`config.mk`:
```
export PLATFORM = sky130hd
export DESIGN_NAME = dom_sqscmul_gf2_sched
export DESIGN_NICKNAME = d
export VERILOG_FILES = /design/src/rtl/dom_sqscmul_gf2_sched.sv
export SDC_FILE = /design/constraint.sdc
export NUM_CORES = 1
export LEC_CHECK = 0
export BUFFER_PORTS_ARGS = -buffer_cell sky130_fd_sc_hd__buf_2
export CORE_ASPECT_RATIO = 1.75
export CORE_MARGIN = 2
export CORE_UTILIZATION = 45
export CTS_BUF_LIST = sky130_fd_sc_hd__clkbuf_2
export DETAILED_ROUTE_END_ITERATION = 6
export PLACE_DENSITY = 0.69
export SKIP_LAST_GASP = 1
export SYNTH_ARGS = -nofsm -noshare
export SYNTH_HDL_FRONTEND = slang
export SYNTH_SLANG_ARGS = --single-unit
```
`constraint.sdc`:
```
create_clock -name ClkxCI -period 5.3 [get_ports ClkxCI]
set_input_delay 0.265 -clock ClkxCI [delete_from_list [all_inputs] [get_ports ClkxCI]]
set_output_delay 0.265 -clock ClkxCI [all_outputs]
set_load 0.02 [all_outputs]
```
`src/rtl/dom_sqscmul_gf2_sched.sv`:
```
// Issue scheduler for one shared DOM GF(2^2) square-scale-multiply unit:
// round-robin grant, one fresh randomness word per op, latency-tracked tagged result FIFO.
module dom_sqscmul_gf2_sched #(
   parameter  int unsigned SHARES     = 2,
   parameter  int unsigned NREQ       = 2,
   parameter  int unsigned LAT        = 1,
   parameter  int unsigned ZW         = SHARES*(SHARES-1),
   parameter  int unsigned BW         = 2,
   parameter  int unsigned FIFO_DEPTH = 4,
   localparam int unsigned W          = 2*SHARES,
   localparam int unsigned IDW        = (NREQ > 1) ? $clog2(NREQ) : 1
) (
   input  logic                 ClkxCI,
   input  logic                 RstxBI,
   input  logic                 ClrxSI,
   input  logic [NREQ-1:0]      ReqValidxSI,
   output logic [NREQ-1:0]      ReqReadyxSO,
   input  logic [NREQ*W-1:0]    ReqXxDI,
   input  logic [NREQ*W-1:0]    ReqYxDI,
   input  logic                 RndValidxSI,
   output logic                 RndReadyxSO,
   input  logic [ZW+BW-1:0]     RndxDI,
   output logic [W-1:0]         MulXxDO,
   output logic [W-1:0]         MulYxDO,
   output logic [ZW-1:0]        MulZxDO,
   output logic [BW-1:0]        MulBxDO,
   input  logic [W-1:0]         MulQxDI,
   output logic                 ResValidxSO,
   input  logic                 ResReadyxSI,
   output logic [W-1:0]         ResQxDO,
   output logic [IDW-1:0]       ResIdxDO
);

   localparam int unsigned PW = (FIFO_DEPTH > 1) ? $clog2(FIFO_DEPTH) : 1;
   localparam int unsigned CW = $clog2(FIFO_DEPTH + 1);

   logic [IDW-1:0]  rrPtrxDP, rrNextxS, grantIdxS;
   logic [NREQ-1:0] grantxS;
   logic            issuexS, creditOkxS;

   logic [W-1:0]    mulXxDP, mulYxDP;
   logic [ZW-1:0]   mulZxDP;
   logic [BW-1:0]   mulBxDP;

   logic [LAT:0]    pipeVxDP;
   logic [IDW-1:0]  pipeIdxDP [LAT+1];

   logic [CW-1:0]   inFlightxDP, fifoCntxDP;
   logic [PW-1:0]   wrPtrxDP, rdPtrxDP;
   logic [W-1:0]    qMemxDP  [FIFO_DEPTH];
   logic [IDW-1:0]  idMemxDP [FIFO_DEPTH];
   logic            fifoWrxS, fifoPopxS;

   // Credits cover both stored results and ops still inside the unit, so a write is never dropped.
   assign creditOkxS = (32'(fifoCntxDP) + 32'(inFlightxDP)) < FIFO_DEPTH;

   always_comb begin
      grantxS   = '0;
      grantIdxS = '0;
      issuexS   = 1'b0;
      if (RstxBI && RndValidxSI && creditOkxS && !ClrxSI) begin
         for (int unsigned i = 0; i < NREQ; i++) begin
            if (!issuexS && ReqValidxSI[i] && (IDW'(i) >= rrPtrxDP)) begin
               issuexS      = 1'b1;
               grantxS[i]   = 1'b1;
               grantIdxS    = IDW'(i);
            end
         end
         for (int unsigned i = 0; i < NREQ; i++) begin
            if (!issuexS && ReqValidxSI[i] && (IDW'(i) < rrPtrxDP)) begin
               issuexS      = 1'b1;
               grantxS[i]   = 1'b1;
               grantIdxS    = IDW'(i);
            end
         end
      end
   end

   assign rrNextxS    = (grantIdxS == IDW'(NREQ-1)) ? '0 : grantIdxS + IDW'(1);
   assign ReqReadyxSO = grantxS;
   assign RndReadyxSO = issuexS;

   assign fifoWrxS  = pipeVxDP[LAT] & ~ClrxSI;
   assign fifoPopxS = (fifoCntxDP != '0) & ResReadyxSI;

   always_ff @(posedge ClkxCI or negedge RstxBI) begin
      if (!RstxBI) begin
         rrPtrxDP    <= '0;
         mulXxDP     <= '0;
         mulYxDP     <= '0;
         mulZxDP     <= '0;
         mulBxDP     <= '0;
         pipeVxDP    <= '0;
         for (int unsigned j = 0; j <= LAT; j++) pipeIdxDP[j] <= '0;
         inFlightxDP <= '0;
         fifoCntxDP  <= '0;
         wrPtrxDP    <= '0;
         rdPtrxDP    <= '0;
      end else begin
         if (issuexS) rrPtrxDP <= rrNextxS;

         // Idle cycles load zeros so randomness is never reused and ops never overlap at the unit.
         if (issuexS) begin
            mulXxDP <= ReqXxDI[grantIdxS*W +: W];
            mulYxDP <= ReqYxDI[grantIdxS*W +: W];
            mulZxDP <= RndxDI[ZW-1:0];
            mulBxDP <= RndxDI[ZW+BW-1:ZW];
         end else begin
            mulXxDP <= '0;
            mulYxDP <= '0;
            mulZxDP <= '0;
            mulBxDP <= '0;
         end
         pipeVxDP[0]  <= issuexS;
         pipeIdxDP[0] <= grantIdxS;
         for (int unsigned j = 1; j <= LAT; j++) begin
            pipeVxDP[j]  <= pipeVxDP[j-1] & ~ClrxSI;
            pipeIdxDP[j] <= pipeIdxDP[j-1];
         end

         if (ClrxSI) begin
            inFlightxDP <= '0;
            fifoCntxDP  <= '0;
            wrPtrxDP    <= '0;
            rdPtrxDP    <= '0;
         end else begin
            unique case ({issuexS, fifoWrxS})
               2'b10:   inFlightxDP <= inFlightxDP + CW'(1);
               2'b01:   inFlightxDP <= inFlightxDP - CW'(1);
               default: ;
            endcase
            unique case ({fifoWrxS, fifoPopxS})
               2'b10:   fifoCntxDP <= fifoCntxDP + CW'(1);
               2'b01:   fifoCntxDP <= fifoCntxDP - CW'(1);
               default: ;
            endcase
            if (fifoWrxS)  wrPtrxDP <= wrPtrxDP + PW'(1);
            if (fifoPopxS) rdPtrxDP <= rdPtrxDP + PW'(1);
         end
      end
   end

   always_ff @(posedge ClkxCI) begin
      if (fifoWrxS) begin
         qMemxDP[wrPtrxDP]  <= MulQxDI;
         idMemxDP[wrPtrxDP] <= pipeIdxDP[LAT];
      end
   end

   assign MulXxDO     = mulXxDP;
   assign MulYxDO     = mulYxDP;
   assign MulZxDO     = mulZxDP;
   assign MulBxDO     = mulBxDP;
   assign ResValidxSO = (fifoCntxDP != '0);
   assign ResQxDO     = ResValidxSO ? qMemxDP[rdPtrxDP]  : '0;
   assign ResIdxDO    = ResValidxSO ? idMemxDP[rdPtrxDP] : '0;

endmodule
```
==> results of run 1 <==
cells in the final DEF (no fill, tap or decap), types with 2 or more instances in the layout:
master                     netlist  layout
sky130_fd_sc_hd__mux2i_1         3       3
sky130_fd_sc_hd__nor2_1         14      14
sky130_fd_sc_hd__buf_2           4      51
sky130_fd_sc_hd__fa_1            2       2
sky130_fd_sc_hd__ha_1            6       6
sky130_fd_sc_hd__o21ai_0         7       7
sky130_fd_sc_hd__inv_1           4       4
sky130_fd_sc_hd__clkbuf_2        0       5
sky130_fd_sc_hd__edfxtp_1       20      20
sky130_fd_sc_hd__or2_2           2       2
sky130_fd_sc_hd__dfrtp_1        27      27
sky130_fd_sc_hd__nand3_1        13      13
sky130_fd_sc_hd__o21ai_1         3       3
sky130_fd_sc_hd__nand4_1         8       8
sky130_fd_sc_hd__nor4_1          2       2
sky130_fd_sc_hd__and3_1          4       4
sky130_fd_sc_hd__o211ai_1        3       3
sky130_fd_sc_hd__nand2b_1        3       3
sky130_fd_sc_hd__a21oi_1         4       4
sky130_fd_sc_hd__or4_1           2       2
sky130_fd_sc_hd__nand2_1         6       6
sky130_fd_sc_hd__xnor2_1         4       4
sky130_fd_sc_hd__and2_1         12      12
sky130_fd_sc_hd__mux4_2          5       5
layer usage:
layer / track usage, % / share of wire [%] / routed length, um
met5: 0 / 0 / 0
met4: 7.341 / 2.6 / 102
met3: 4.301 / 6.0 / 236
met2: 30.62 / 57 / 2231
met1: 16.58 / 35 / 1375
power by group through the flow:
stage                     Combinational, W  Clock [W]  Sequential, W
after floorplan                   0.000198          0       0.000440
after global placement            0.000260          0       0.000453
after detailed placement          0.000261          0       0.000454
after CTS                         0.000262   0.000151       0.000447
after global routing              0.000285   0.000165       0.000453
final                             0.000257   0.000142       0.000445
worst max-delay path by stage:
| stage | startpoint | end | cells after the start |
|---|---|---|---|
| 4_1_cts | inFlightxDP[2]$_DFFE_PN0P_ | ReqReadyxSO[0] | 6 |
| 2_1_floorplan | inFlightxDP[2]$_DFFE_PN0P_ | inFlightxDP[2]$_DFFE_PN0P_ | 11 |
| 3_5_place_dp | inFlightxDP[2]$_DFFE_PN0P_ | inFlightxDP[2]$_DFFE_PN0P_ | 10 |
| 3_3_place_gp | RstxBI | inFlightxDP[2]$_DFFE_PN0P_ | 9 |
| 5_1_grt | inFlightxDP[2]$_DFFE_PN0P_ | ReqReadyxSO[0] | 6 |
| 6_report | inFlightxDP[2]$_DFFE_PN0P_ | ReqReadyxSO[0] | 6 |
worst reg2reg max path: cells and delay by family, from the launching register on:
kind,cells,cell delay [ns]
and+or+nand+nor,5,1.13
adders and majority gates,2,0.74
DFF,1,0.47
AOI/OAI and AO/OA,2,0.33
registers in the layout, indices dropped and copies added, names as in the netlist:
name         flops
qMemxDP         16
MulYxDO          4
pipeVxDP         2
wrPtrxDP         2
MulZxDO          2
inFlightxDP      3
rdPtrxDP         2
idMemxDP         4
pipeIdxDP        2
rrPtrxDP         1
MulXxDO          4
MulBxDO          2
fifoCntxDP       3
per-stage QoR:
step	power (W)	area (um^2)	util, %	setup WS, ns	cells
floorplan	0.0006385	2182	-	2.731	178
global placement	0.0007132	2445	52.40	2.681	269
detailed placement	0.0007154	2445	52.40	2.627	269
CTS	0.0008599	2499	53.55	2.413	278
global route	0.0009034	2499	53.55	2.218	278
finish	0.0008447	2499	53.55	2.449	278
cell families (layout without fill, tap and decap cells):
kind of cell             count (synthesis)  in the layout
AO/OA/AOI/OAI                           21             21
buffers and inverters                   16             64
adder cells (fa/ha/maj)                  8              8
AND/OR/NAND/NOR                         73             73
multiplexers                             8              8
flip-flops                              47             47
XOR/XNOR                                 5              5
cell type report:
class / count / area (um^2)
Clock buffer: 5 / 25.02
Sequential cell: 47 / 1276
Clock inverter: 3 / 18.77
Tap cell: 52 / 65.06
Fill cell: 428 / 2167
Timing Repair Buffer: 52 / 265.3
Inverter: 4 / 15.01
Multi-Input combinational cell: 115 / 833.3
what timing repair did:
action,in CTS,in global routing
resized for setup,0,0
hold buffers,1,0
hold endpoints to repair,27,0
==> results.md, run 1 <==
- Internal: 0.0005558 W
- Area fraction in compound gates after synthesis: 5.562%
- Maximum number of buffers from clock root to sink: 2
- Via density: 5.367
- Area share of the leading cell type in the synthesized netlist: 30.96%
- Fraction of layout cells with a size suffix above 1: 30.09%
- 1st-iter DRT viols: 23
- Final hold slack: 0.06103 ns
- Post-synthesis cell area: 2182 um^2
- Combinational cell fraction of total power: 30.4%
- Pin count of the biggest net entering global routing: 30
- TritonCTS clock tree: built
- Max-slew violations: 0
- Buffers added on ports: 51
- First-pass iteration count of the detailed router: 4
- Largest fanout on the critical path: 25
- Synthesized-area fraction occupied by adder cells: 5.275%
- Async S/R FF share, synth: 57.45%
- Delay contributed by the slowest stage of the critical path: 0.74 ns
- Worst Hold Class: in -> reg
- Number of hold violations in the final report: 0
- Number of antenna violations at the first check in global routing: 0
- Top post-synthesis cells by count: 27 x sky130_fd_sc_hd__dfrtp_1, 20 x sky130_fd_sc_hd__edfxtp_1, 14 x sky130_fd_sc_hd__nor2_1
- Crit-path slowest cell: sky130_fd_sc_hd__and4_1
- Total Die Area: 5444 um^2
- Die Span X: 56.64 um
- Share of synthesized area occupied by flip-flops and latches: 58.49%
- Critical-path cell list: ha_1, nor4_4, and4_1, nand2_1, a21oi_1, buf_2
- Net Switching: 0.0002889 W
- Crit path launch type: flip-flop
- Most common flop cell mapped by yosys: sky130_fd_sc_hd__dfrtp_1
- Final TNS setup: 0 ns
- Final setup violation count: 0
- Average routed wire per standard cell: 14.19 um
- Synth top area cells: sky130_fd_sc_hd__dfrtp_1 31%, sky130_fd_sc_hd__edfxtp_1 28%, sky130_fd_sc_hd__mux4_2 5.2%
- Post-synth cell types: 37
- Post-synth top area cell: sky130_fd_sc_hd__dfrtp_1
- Req. time, crit path: 5.04 ns
- Clock-pin slew of the registers on the worst-case setup and hold paths: 0.23 ns
- Worst r2r src: inFlightxDP[2]$_DFFE_PN0P_
- Worst slew slack as a fraction of its limit: 48.29%
- Vertical die dimension: 96.12 um
- Worst R2R Setup Slack: 2.59 ns
- Post-layout net count: 264
- Worst Path Buf+Inv: 1
- GR Overflow Total: 0
- Reported leakage power: 1.125 nW
- Worst setup path category: reg -> out
- Final WL: 3946 um
- Drc violations: 0
- Number of instances in the synthesized netlist: 178
- Category of the worst setup path capture point: primary output
- Transition at the pin with the smallest max-transition slack: 0.7757 ns
- Wire length of the first global-routing pass: 6679 um
- Relative contribution of sequential cells to total power: 52.7%
- Total clock buffers created by CTS: 5
- Run status: finished, final reports clean
- Power density over the cells: 338.1 nW/um^2
- Routability congestion estimate: 0.8327
- Worst Reg-to-Reg Cells: 9
- Synthesis warning total: 0
- Number of synthesized flops with an enable pin: 20
- Unrepaired setup endpoints after global routing: no
- Count of state elements after synthesis: 47
- Number of antenna-violating nets in the routed design: 0
- Post-synthesis to final-layout area growth: 14.51%
- Top achievable clock speed: 350.8 MHz
- H-tree lvl count: 2
- Min-Delay Path Depth: 3
- Worst reg2reg path endpoint: inFlightxDP[2]$_DFFE_PN0P_
- Number of cell rows: 33
- Share of cell area taken by muxes after synthesis: 6.537%
- Vias after detailed routing: 1492
- Max Clock Skew: 0.01885 ns
- Core area: 4666 um^2
- Post-synthesis xor/xnor area fraction: 2.007%
- Clock root buffer: sky130_fd_sc_hd__clkbuf_2
- Final HPWL from detailed placement: 3055 um
- Hold Path Origin: ReqYxDI[7]
- Clock latency of the later-clocked register in the worst-skew pair: 0.40 ns
- Number of antenna diodes: 0
- Post-route fraction of the period consumed by the critical path: 53.79%
- Effective utilization at floorplan: 46.77%
- Max capacitance violation total: 0
- Combinational family with the most area after synthesis: simple AND/OR/NAND/NOR gates
- Post-CTS Setup Repair Bufs: 0
- Crit path arrival time: 2.59 ns
- Switching Fraction: 34.20%
- Hold path endpoint: MulYxDO[3]$_DFF_PN0_
- Average cell area after synthesis: 12.26 um^2
- Cell class contributing the biggest share of worst-path delay: simple AND/OR/NAND/NOR gates
- Clock sink total: 47
- Most frequent cell after synthesis: sky130_fd_sc_hd__dfrtp_1
- Mapped Nets: 217
- Overall fraction of global-route tracks in use: 16.31%
- Simple logic cell fraction of the synthesized area: 18.81%
- Count of boundary I/O pins: 52
- Vias in the first global route: 1448
- Final Critical Period: 2.851 ns
- Clock group share of total power: 16.8%
- VDD IR max: 0.2273 mV
(Power assumes the default switching activity.)
==> run 2: changes to the inputs <==
Settings changed: PLACE_DENSITY 0.69 to 0.72.
Clock period 5.3 ns to 2.3 ns, I/O delays scaled along.
==> results.md, run 2 (synthesis gave the netlist of run 1 again) <==
- Buffers added on ports: 51 (unchanged)
- Vias after detailed routing: 1716 (+15%)
- Number of cell rows: 33 (unchanged)
- Max Clock Skew: 0.02027 ns (+0.001427 ns)
- Total power: 0.002189 W (+160%)
- Routability congestion estimate: 0.7858 (-5.6%)
- Min-Delay Path Depth: 4 (+1)
- Count of boundary I/O pins: 52 (unchanged)
- Fraction of layout cells with a size suffix above 1: 32.96% (+2.9 points)
- Final Critical Period: 2.215 ns
- Total Die Area: 5444 um^2 (unchanged)
- Maximum number of buffers from clock root to sink: 2 (unchanged)
- Max capacitance violation total: 0 (unchanged)
- Final TNS setup: 0 ns (unchanged)
- Via density: 5.379 (+0.23%)
- Crit path launch type: flip-flop
- Unrepaired setup endpoints after global routing: yes
- Worst Hold Class: in -> reg
- Met2 wire length: 2769 um (+24%)
- Met3 wirelength from detailed routing: 190 um (-19%)
- Reported leakage power: 1.316 nW (+17%)
- Instance count after placement with tap cells included: 280 (+4.1%)
- Transition at the pin with the smallest max-transition slack: 0.3983 ns (-0.3773 ns)
- Wire length of the first global-routing pass: 7693 um (+15%)
- Vias in the first global route: 1675 (+16%)
- Number of antenna violations at the first check in global routing: 0 (unchanged)
- Largest fanout on the critical path: 3 (-88%)
- Largest register FFs: 16 (unchanged)
- Uppermost layer routed: met4
- Final hold slack: 0.1267 ns (+0.06571 ns)
- Clock-pin slew of the registers on the worst-case setup and hold paths: 0.23 ns (about the same)
- Average routed wire per standard cell: 15.26 um (+7.5%)
- Power density over the cells: 744.2 nW/um^2 (+120%)
- Core area: 4666 um^2 (unchanged)
- 1st-iter DRT viols: 57 (+150%)
- Vertical die dimension: 96.12 um (unchanged)
- Most common cell after layout, fill and taps aside: sky130_fd_sc_hd__buf_2
- Register with the most flip-flops: qMemxDP
- Clock root buffer: sky130_fd_sc_hd__clkbuf_2
- Post-layout net count: 305 (+16%)
- Worst reg2reg path endpoint: inFlightxDP[2]$_DFFE_PN0P_
- GR Overflow Total: 0 (unchanged)
- Number of hold violations in the final report: 0 (unchanged)
- Post-synthesis to final-layout area growth: 34.80%
- Area taken by multi-input logic gates: 872.1 um^2 (+4.7%)
- Pin count of the biggest net entering global routing: 28 (-6.7%)
- TritonCTS clock tree: built
- Routed metal-1 wirelength: 1733 um (+26%)
- Total clock buffers created by CTS: 5 (unchanged)
- Worst setup path category: reg -> reg
- Req. time, crit path: 2.63 ns (-2.41 ns)
- Number of filler cells placed in the layout: 362 (-15%)
- First-pass iteration count of the detailed router: 4 (unchanged)
- Number of antenna diodes: 0 (unchanged)
- Clock sink total: 47 (unchanged)
- Worst Reg-to-Reg Cells: 10 (+1)
- Final setup violation count: 0 (unchanged)
- Number of antenna-violating nets in the routed design: 0 (unchanged)
- Worst R2R Setup Slack: 0.08 ns (-2.51 ns)
- Capture point of the worst path: inFlightxDP[2]$_DFFE_PN0P_
- Cell area reported after detailed placement: 2537 um^2 (+3.8%)
- Final WL: 4867 um (+23%)
- Start point of the critical path: fifoCntxDP[2]$_DFFE_PN0P_
- Final HPWL from detailed placement: 3247 um (+6.3%)
- H-tree lvl count: 2 (unchanged)
- Sequential cell area: 1276 um^2 (unchanged)
- Clock latency of the later-clocked register in the worst-skew pair: 0.40 ns (about the same)
- VDD IR max: 0.6318 mV (+180%)
- Worst slew slack as a fraction of its limit: 73.44% (+25 points)
- Category of the worst setup path capture point: flip-flop
- Drc violations: 0 (unchanged)
- Non-filler instance count after layout: 319 (+15%)
- Crit path arrival time: 2.54 ns (-0.05 ns)
- Max-slew violations: 0 (unchanged)
- Effective utilization at floorplan: 46.77% (unchanged)
- Die Span X: 56.64 um (unchanged)
- Post-route cell area: 2942 um^2 (+18%)
- Overall fraction of global-route tracks in use: 19.06% (+2.7 points)
- Worst r2r src: fifoCntxDP[2]$_DFFE_PN0P_
- Post-route fraction of the period consumed by the critical path: 96.32%
- Most used cells in the layout excluding fill and tap cells: 51 x sky130_fd_sc_hd__buf_2, 28 x sky130_fd_sc_hd__dlygate4sd3_1, 27 x sky130_fd_sc_hd__dfrtp_1, 20 x sky130_fd_sc_hd__edfxtp_1
- Run status: finished, final reports clean
- Top achievable clock speed: 451.4 MHz
run 2: changes by cell type in the layout (fill, tap and decap cells not counted), sizes merged:
cell,before,now
buf,51,65
dlygate4sd3,1,28
clkinv,1,2
bufinv,0,1
inv,6,4
run 2: worst min path at each step:
| stage | slack [ns] | endpoint | from |
|---|---|---|---|
| 4_1_cts | 0.10 | pipeVxDP[0]$_DFF_PN0_ | RndValidxSI |
| 2_1_floorplan | -0.18 | MulBxDO[0]$_DFF_PN0_ | RstxBI |
| 3_3_place_gp | 0.19 | rrPtrxDP$_DFFE_PN0P_ | RstxBI |
| 3_5_place_dp | 0.20 | MulXxDO[0]$_DFF_PN0_ | RstxBI |
| 5_1_grt | 0.13 | pipeVxDP[0]$_DFF_PN0_ | ReqValidxSI[0] |
| 6_report | 0.13 | MulXxDO[1]$_DFF_PN0_ | ReqValidxSI[0] |
run 2: layout make-up:
type,instances,area share [%]
sequential,47,43.39
multi-input combinational,115,29.65
timing repair buffer,93,21.91
tap,52,2.212
clock inverter,3,1.489
clock buffer,5,0.8507
inverter,4,0.5104
run 2: stage by stage:
| step | setup WS (ns) | utilization, % |
|---|---|---|
| 2_1_floorplan | 0.03307 | - |
| 3_3_place_gp | 0.2051 | 54.38 |
| 3_5_place_dp | 0.1496 | 54.38 |
| 4_1_cts | 0.007516 | 61.89 |
| 5_1_grt | -0.03622 | 63.05 |
| 6_report | 0.08475 | 63.05 |
run 2: what timing repair did:
item / CTS / global route
endpoints found under the setup margin: 1 / 4
resized for setup: 1 / 5
setup buffers: 0 / 3
hold buffers: 28 / 0
pin swaps: 0 / 4
hold endpoints to repair: 61 / 0
run 2: where the power goes:
part,leakage (nW),switching [W],internal [W]
logic,0.724,0.000374,0.000366
clock network,0.0429,0.000253,0.000184
registers,0.549,0.0000760,0.000937
total,1.32,0.000702,0.00149
run 2: critical path: stages, from the launching register on:
cell	delay, ns
sky130_fd_sc_hd__dfrtp_1	0.46
sky130_fd_sc_hd__ha_4	0.25
sky130_fd_sc_hd__nor4_4	0.22
sky130_fd_sc_hd__nand4_1	0.22
sky130_fd_sc_hd__nor2_4	0.16
sky130_fd_sc_hd__nor2_1	0.07
sky130_fd_sc_hd__fa_2	0.40
sky130_fd_sc_hd__inv_2	0.07
sky130_fd_sc_hd__nor4_1	0.04
sky130_fd_sc_hd__o211ai_1	0.17
sky130_fd_sc_hd__nand2_1	0.07
run 2: metal layers:
layer  global-route usage [%]  vias up
met5                        0        -
met4                    9.127        0
met3                    3.629       16
met2                    35.47       63
met1                    20.32      819
li1                         -      818
